$ cat src/rtl/div_arbiter.sv
// rtl/div_arbiter.sv - round-robin sharing of one iterative divider between NUM_REQ requesters
// Optional DIV_ARB_ZERO_BYPASS_EN: divide-by-zero is answered locally, the divider is never kicked.
module div_arbiter #(
   parameter int NUM_REQ = 4,
   parameter int WIDTH   = 32
) (
   input  logic                     clk,
   input  logic                     reset,
   input  logic [NUM_REQ-1:0]       req_valid,
   output logic [NUM_REQ-1:0]       req_ready,
   input  logic [NUM_REQ-1:0]       req_unsigned,
   input  logic [NUM_REQ-1:0]       req_rem,
   input  logic [NUM_REQ*WIDTH-1:0] req_a,
   input  logic [NUM_REQ*WIDTH-1:0] req_b,
   output logic [NUM_REQ-1:0]       rsp_valid,
   output logic [WIDTH-1:0]         rsp_data,
   output logic                     busy,
   output logic                     div_kick,
   output logic                     div_unsigned_flag,
   output logic [WIDTH-1:0]         div_dividend,
   output logic [WIDTH-1:0]         div_divider,
   input  logic                     div_ready,
   input  logic [WIDTH-1:0]         div_quotient,
   input  logic [WIDTH-1:0]         div_remainder
);

   localparam int PW = (NUM_REQ > 1) ? $clog2(NUM_REQ) : 1;

   typedef enum logic [1:0] {IDLE, KICK, WAIT, RESP} state_t;

   state_t          state;
   logic [PW-1:0]   rr_ptr;
   logic [PW-1:0]   grant;
   logic [PW-1:0]   winner;
   logic [PW-1:0]   cand;
   logic [PW-1:0]   next_ptr;
   logic            found;
   logic            guard;
   logic            rem_sel;
   logic [WIDTH-1:0] sel_a;
   logic [WIDTH-1:0] sel_b;
   logic            sel_u;
   logic            sel_rem;

   // Search upward from rr_ptr, wrapping at NUM_REQ, for the first pending request.
   always_comb begin
      found  = 1'b0;
      winner = '0;
      cand   = rr_ptr;
      for (int i = 0; i < NUM_REQ; i++) begin
         if (!found && req_valid[cand]) begin
            found  = 1'b1;
            winner = cand;
         end
         cand = (cand == PW'(NUM_REQ - 1)) ? '0 : cand + 1'b1;
      end
   end

   assign next_ptr = (winner == PW'(NUM_REQ - 1)) ? '0 : winner + 1'b1;

   always_comb begin
      sel_a   = '0;
      sel_b   = '0;
      sel_u   = 1'b0;
      sel_rem = 1'b0;
      for (int i = 0; i < NUM_REQ; i++) begin
         if (PW'(i) == winner) begin
            sel_a   = req_a[i*WIDTH +: WIDTH];
            sel_b   = req_b[i*WIDTH +: WIDTH];
            sel_u   = req_unsigned[i];
            sel_rem = req_rem[i];
         end
      end
   end

   always_comb begin
      req_ready = '0;
      if (state == IDLE && found && !reset)
         req_ready[winner] = 1'b1;
   end

   assign busy = (state != IDLE);

   always_ff @(posedge clk) begin
      if (reset) begin
         state             <= IDLE;
         rr_ptr            <= '0;
         grant             <= '0;
         guard             <= 1'b0;
         rem_sel           <= 1'b0;
         rsp_valid         <= '0;
         rsp_data          <= '0;
         div_kick          <= 1'b0;
         div_unsigned_flag <= 1'b0;
         div_dividend      <= '0;
         div_divider       <= '0;
      end else begin
         rsp_valid <= '0;
         div_kick  <= 1'b0;
         case (state)
            IDLE: begin
               if (found) begin
                  grant             <= winner;
                  rem_sel           <= sel_rem;
                  div_unsigned_flag <= sel_u;
                  div_dividend      <= sel_a;
                  div_divider       <= sel_b;
                  rr_ptr            <= next_ptr;
`ifdef DIV_ARB_ZERO_BYPASS_EN
                  if (sel_b == '0) begin
                     state             <= RESP;
                     rsp_valid[winner] <= 1'b1;
                     rsp_data          <= sel_rem ? sel_a : '1;
                  end else begin
                     state    <= KICK;
                     div_kick <= 1'b1;
                  end
`else
                  state    <= KICK;
                  div_kick <= 1'b1;
`endif
               end
            end
            KICK: begin
               state <= WAIT;
               guard <= 1'b1;
            end
            WAIT: begin
               // Divider ready may still be high from its idle period on the first cycle.
               if (guard) begin
                  guard <= 1'b0;
               end else if (div_ready) begin
                  rsp_data         <= rem_sel ? div_remainder : div_quotient;
                  rsp_valid[grant] <= 1'b1;
                  state            <= RESP;
               end
            end
            RESP: begin
               state <= IDLE;
            end
            default: begin
               state <= IDLE;
            end
         endcase
      end
   end

endmodule

$ cat config.mk
export PLATFORM = sky130hd
export DESIGN_NAME = div_arbiter
export DESIGN_NICKNAME = d
export VERILOG_FILES = /design/src/rtl/div_arbiter.sv
export SDC_FILE = /design/constraint.sdc
export NUM_CORES = 1
export LEC_CHECK = 0
export CORE_AREA = 2 2 173 175
export DETAILED_ROUTE_END_ITERATION = 10
export DIE_AREA = 0 0 175 177
export HOLD_SLACK_MARGIN = 0.12
export SLEW_MARGIN = 20
export SYNTH_ARGS = -nofsm -noshare
export SYNTH_HDL_FRONTEND = slang
export SYNTH_SLANG_ARGS = --single-unit
$ cat constraint.sdc
create_clock -name clk -period 4.95 [get_ports clk]
set_input_delay 0.495 -clock clk [delete_from_list [all_inputs] [get_ports clk]]
set_output_delay 0.495 -clock clk [all_outputs]
set_load 0.02 [all_outputs]
==> results of run 1 <==
-- where the power goes --
group          total (mW)  internal, mW  switching, mW
combinational        4.91          1.98           2.94
sequential           1.38          1.17          0.209
clock               0.718         0.347          0.371
-- worst register-to-register path, delay by kind of cell (launching register included) --
family                   cells  cell delay [ps]
AO/OA/AOI/OAI                6             1300
AND/OR/NAND/NOR              4             1200
flip-flops                   1              610
adder cells (fa/ha/maj)      2              610
buffers and inverters        1              290
-- final cells by class --
cell class / count / area share [%]
Multi-Input combinational cell: 636 / 33.6
Timing Repair Buffer: 455 / 38.8
Clock inverter: 5 / 0.375
Sequential cell: 110 / 18.9
Inverter: 69 / 2.22
Antenna cell: 2 / 0.0428
Clock buffer: 10 / 1.96
Tap cell: 390 / 4.18
-- registers in the layout, summed over array words and instances, names as in the netlist --
signal / count
div_dividend: 32
div_divider: 32
div_kick: 1
div_unsigned_flag: 1
grant: 2
guard: 1
rem_sel: 1
rr_ptr: 2
rsp_data: 32
rsp_valid: 4
state: 2
-- cells in the final DEF (no fill, tap or decap), drive strengths merged, types with 2 or more instances in the layout --
cell type and n:
nor2 110, mux2i 33, a31oi 2, a211oi 42, inv 71, mux4 2, nor3 68, o21ai 68
a221oi 66, nand3 2, clkdlybuf4s50 440, nor3b 2, and3 2, dfxtp 110, diode 2, buf 15
clkinvlp 2, and2 6, nor2b 7, ha 8, a21oi 134, nand2 71, clkbuf 10
-- per-layer routing --
layer  vias up  wire length [um]  track usage [%]
li1       3971                 -                -
met1      3674             12900             23.3
met2       371             14500             31.3
met3        40              2540             5.76
met4         0               706             5.83
met5         -                 0                0
-- stage by stage --
step	instances	setup WS, ps	power (mW)	utilization [%]	cell area [um2]
after global routing	1677	491	7.68	40.0	11700
after global placement	1660	805	6.31	39.0	11400
after CTS	1675	810	7.12	39.9	11700
after floorplan	907	1610	4.65	-	6740
final	1677	789	7.01	40.0	11700
after detailed placement	1660	744	6.35	39.0	11400
-- logic make-up after synthesis --
family / Yosys count / synth area share (%)
AND/OR/NAND/NOR: 271 / 20.2
AO/OA/AOI/OAI: 322 / 30.2
adder cells (fa/ha/maj): 8 / 1.49
multiplexers: 35 / 5.57
flip-flops: 110 / 32.7
buffers and inverters: 161 / 9.86
-- worst paths after layout --
check	slack [ps]	to	cells after the start
setup / recovery	790	req_ready[1]	9
hold / removal	500	div_dividend[24]	2
setup reg to reg	850	rem_sel	13
hold reg to reg	500	div_dividend[24]	2
==> results.yml, run 1 <==
outcome:
  outcome: "finished clean"
setup_path:
  arrival_ps: 3670
  reg2reg_from: "rr_ptr[0]"
  critPathTopFamily: "buffers and inverters"
  critical-path-slowest-cell: "clkdlybuf4s50_1"
  worst_path_most_repeated_cell: "a21oi_1"
  setup.worst_path.start_class: "flop"
  timing.critical_path.required_ps: 4450
  timing.critical_path.buf_inv: 2
  crit_chain: "ha_1, nor4bb_1, a21oi_1, a31oi_1, a21oi_1, inv_1, ha_4, and2_1, clkdlybuf4s50_1"
  critPathMaxFanout: 17
  worst_setup_path_startpoint: "rr_ptr[0]"
  timing.critical_path.slowest_cell_delay_ps: 620
  critical_path_class: "reg2out"
  endpoint_kind: "output pin"
floorplanning:
  io_pins: 442
  die_area_um2: 31000
  chipHeight_um: 177
  fp-row-count: 63
  initial_util_pct: 23.0
  dieWidth_um: 175
  core_area_um2: 29200
yosys:
  synthArstFlopShare_pct: 0
  synth.avg_cell_area_um2: 7.43
  ys_dominant_reg_cell: "dfxtp_1"
  synth-seq-area-share_pct: 32.7
  syn_nets: 1250
  synth_edf_count: 0
  netlist.area_leader.share_pct: 32.7
  synth_cell_type_count: 39
  synth_top_area_cells: "dfxtp_1 33%, a21oi_1 9.9%, a221oi_1 8.6%, nor2_1 6.1%, nor3_2 5.9%"
  yosysWarnings: 0
  post_synth_instance_area_um2: 6740
  largest_area_contributor_in_the_synthesized_netlist: "dfxtp_1"
  netlist_top_cells_count: "133 x a21oi_1, 110 x dfxtp_1, 110 x nor2_1"
  yosysMostFrequentCell: "a21oi_1"
  postSynthRegisterBits: 110
  synthesis.instances: 907
clocking:
  clock_tree.root_cell: "clkbuf_16"
  cts-buffers-inserted: 9
  cts_tree: "built"
  holdBufCountCts: 0
  cts_buffer_depth: 2
  postCtsResizedCells: 0
  clkSlewWorstSetupHoldPaths_ps: 80
  clk-insertion-delay-late_ps: 350
  post-cts-setup-buffer-count: 0
  cts_max_level: 3
  clock_sinks: 110
layout:
  seq_area_um2: 2200
  design.final.nets: 1624
  area_growth_pct: 73.4
  share_of_post_route_cells_with_drive_strength_above_1_pct: 6.77
  area_used_by_multi_input_combinational_logic_um2: 3930
  fillers: 2962
routing:
  postRouteAntennaNets: 0
  drc_violations: 0
  dr.first_iter.drc_count: 423
  wire_per_inst_um: 18.3
  viasPerCell: 4.80
  drt-total-wl_mm: 30.7
  drtPass1Iterations: 5
  dr_total_vias: 8056
run:
  maxCapViolCount: 0
timing:
  worst_slew_pin_slew_ps: 1020
  layout_min_cycle_time_ps: 4160
  final_worst_path_cycle_share_pct: 84.1
  final.setup.tns_ps: 0
  finalMaxSlewViolations: 0
  hold-worst-slack_ps: 497
  worst_clock_skew_ps: 15.0
  final-setup-viol-count: 0
  slew-limit-headroom_pct: 31.8
  max_freq_mhz: 240
  hold_viol_final: 0
  rsz_0062_raised_after_global_routing: "false"
global_route:
  grt-ovfl-total: 0
  grt_first_pass_wirelength_mm: 45.4
  antenna_found_initial: 2
  grt_util_all_layers_pct: 18.8
  via_count_of_the_first_global_routing_pass: 7775
  maximum_number_of_pins_on_one_net_before_global_route_repair: 90
place:
  gp_congestion: 0.893
  io_buffer_count: 441
  place.detailed.hpwl_mm: 22.5
pwr:
  worst_ir_drop_vdd_v: 0.000316
  power-per-cell-area_nw_per_um2: 600
  total_leakage_power_nw: 4.27
worst_hold_path:
  hp-class: "reg2reg"
  hold_path.startpoint: "div_dividend[24]"
Note: power is estimated with default switching activity, not from simulation.
==> run 2, diff against run 1 <==
CORE_AREA = 2 2 174 176   (was 2 2 173 175)
DIE_AREA = 0 0 176 178   (was 0 0 175 177)
clock period = 3.33 ns   (was 4.95 ns; I/O delays follow)
==> run 2 against run 1 <==
Net effect: clock-buffer cell count did not move; sequential cell count did not move; critical path depth did not move.
==> results.yml, run 2 (synthesis gave the netlist of run 1 again) <==
floorplanning:
  core_area_um2: 29400
  die_area_um2: 31300
  chipHeight_um: 178
  initial_util_pct: 22.9
  dieWidth_um: 176
  io_pins: 442
  fp-row-count: 63
setup_path:
  crit_chain: "ha_4, nor4bb_4, a31oi_1, o21ai_0, a211oi_2, and2_4, ha_4, and2_1, clkdlybuf4s15_2"
  endpoint_kind: "output pin"
  worst_setup_path_startpoint: "rr_ptr[1]"
  setup.worst_path.start_class: "flop"
  timing.critical_path.slowest_cell_delay_ps: 390
  critPathMaxFanout: 9
  critPathTopFamily: "compound AO/OA/AOI/OAI gates"
  critical-path-slowest-cell: "dfxtp_1"
  reg2reg_from: "rr_ptr[1]"
  worst_path_most_repeated_cell: "ha_4"
  critical_path_class: "reg2out"
  arrival_ps: 2860
  timing.critical_path.required_ps: 3000
  timing.critical_path.buf_inv: 1
global_route:
  grt_first_pass_wirelength_mm: 44.1
  grt-ovfl-total: 0
  via_count_of_the_first_global_routing_pass: 7857
  maximum_number_of_pins_on_one_net_before_global_route_repair: 75
  grt_util_all_layers_pct: 18.2
  antenna_found_initial: 1
place:
  dpl_worst_slack_ps: -199
  place.detailed.hpwl_mm: 22.4
  placedInstanceArea_um2: 11700
  gp_congestion: 0.868
  dp_cells: 1682
  io_buffer_count: 441
routing:
  dr_total_vias: 8090
  viasPerCell: 4.75
  drc_violations: 0
  drt-total-wl_mm: 30.1
  drtPass1Iterations: 4
  wire_per_inst_um: 17.7
  postRouteAntennaNets: 0
  dr.first_iter.drc_count: 328
clocking:
  clk-insertion-delay-late_ps: 370
  clock_sinks: 110
  holdBufCountCts: 0
  cts_buffer_depth: 2
  cts-buffers-inserted: 9
  cts_max_level: 3
  clock_tree.root_cell: "clkbuf_16"
  clkSlewWorstSetupHoldPaths_ps: 90
  cts_tree: "built"
layout:
  stdcell_count: 1703
  leading_registers_by_flop_count: "div_dividend x32, div_divider x32, rsp_data x32"
  area_growth_pct: 79.5
  share_of_post_route_cells_with_drive_strength_above_1_pct: 9.67
  mostFrequentLayoutCells: "436 x clkdlybuf4s50_1, 132 x a21oi_1, 110 x nor2_1"
  fin_area_um2: 12100
  design.final.nets: 1651
  antenna_cells: 0
  final_common_cell: "clkdlybuf4s50_1"
timing:
  worst_slack_ps: 133
  hold_viol_final: 0
  layout_min_cycle_time_ps: 3200
  slew-limit-headroom_pct: 31.5
  final-setup-viol-count: 0
  worst_slew_pin_slew_ps: 1030
  max_freq_mhz: 313
  rsz_0062_raised_after_global_routing: "false"
  finalMaxSlewViolations: 0
  final_worst_path_cycle_share_pct: 96.0
  worst_clock_skew_ps: 16.5
worst_hold_path:
  hp-class: "in2reg"
  hold_path.startpoint: "reset"
pwr:
  worst_ir_drop_vdd_v: 0.000555
  power-per-cell-area_nw_per_um2: 917
  total_leakage_power_nw: 4.47
run:
  maxCapViolCount: 0
outcome:
  outcome: "finished clean"
## run 2: cell count changes in the layout (fill, tap and decap cells not counted), sizes merged
cell	delta
buf	+28
bufinv	+1
clkdlybuf4s15	+3
clkdlybuf4s50	-4
diode	-2
## run 2: path summary, 6_finish.rpt
check / to / slack, ps / depth (start not counted)
hold / removal: div_kick / 290 / 3
setup / recovery: req_ready[1] / 130 / 9
setup reg to reg: div_divider[8] / 180 / 12
hold reg to reg: rsp_valid[2] / 490 / 2
## run 2: metrics by stage
step | power (mW) | hold WS, ps | TNS, ps | utilization, %
after floorplan | 6.91 | 434 | 0 | -
after global placement | 9.75 | 471 | -110 | 39.7
after detailed placement | 9.85 | 486 | -3190 | 39.7
after CTS | 11.1 | 269 | 0 | 40.8
after global routing | 12.1 | 291 | 0 | 41.1
final | 11.1 | 285 | 0 | 41.1
## run 2: cell type report
class,count,area (um2)
multi-input cells,636,4000
clock buffers,10,229
clock inverters,6,67.6
well taps,390,488
flip-flops and latches,110,2200
repair buffers,482,4860
fillers,3022,17300
inverters,69,259
## run 2: report_power, final
group          switching, mW  total (mW)  internal, mW
Clock                  0.557        1.15         0.590
Combinational           4.50        7.93          3.43
Sequential             0.284        2.02          1.74
Total                   5.34        11.1          5.76
## run 2: routing by layer
metal / routed length, um / vias to the layer above / track usage [%]
met4: 799 / 2 / 5.96
met3: 2910 / 44 / 6.33
met1: 12300 / 3699 / 21.2
met2: 14100 / 328 / 31.2
li1: - / 4017 / -
met5: 8 / - / 0
## run 2: repair_timing
action / CTS / global route
endpoints found under the setup margin: 22 / 66
resized for setup: 12 / 11
pin swaps: 1 / 1
buffers inserted: 0 / 5
## run 2: worst min-delay path: stages
cell    delay, ps
buf_4          80
nor2_1         60
buf_4         130
==> run 3, diff against run 2 <==
CAP_MARGIN = 20   (was default)
==> results of run 3 <==
The final DEF is identical to that of run 2; final timing and power are the same.
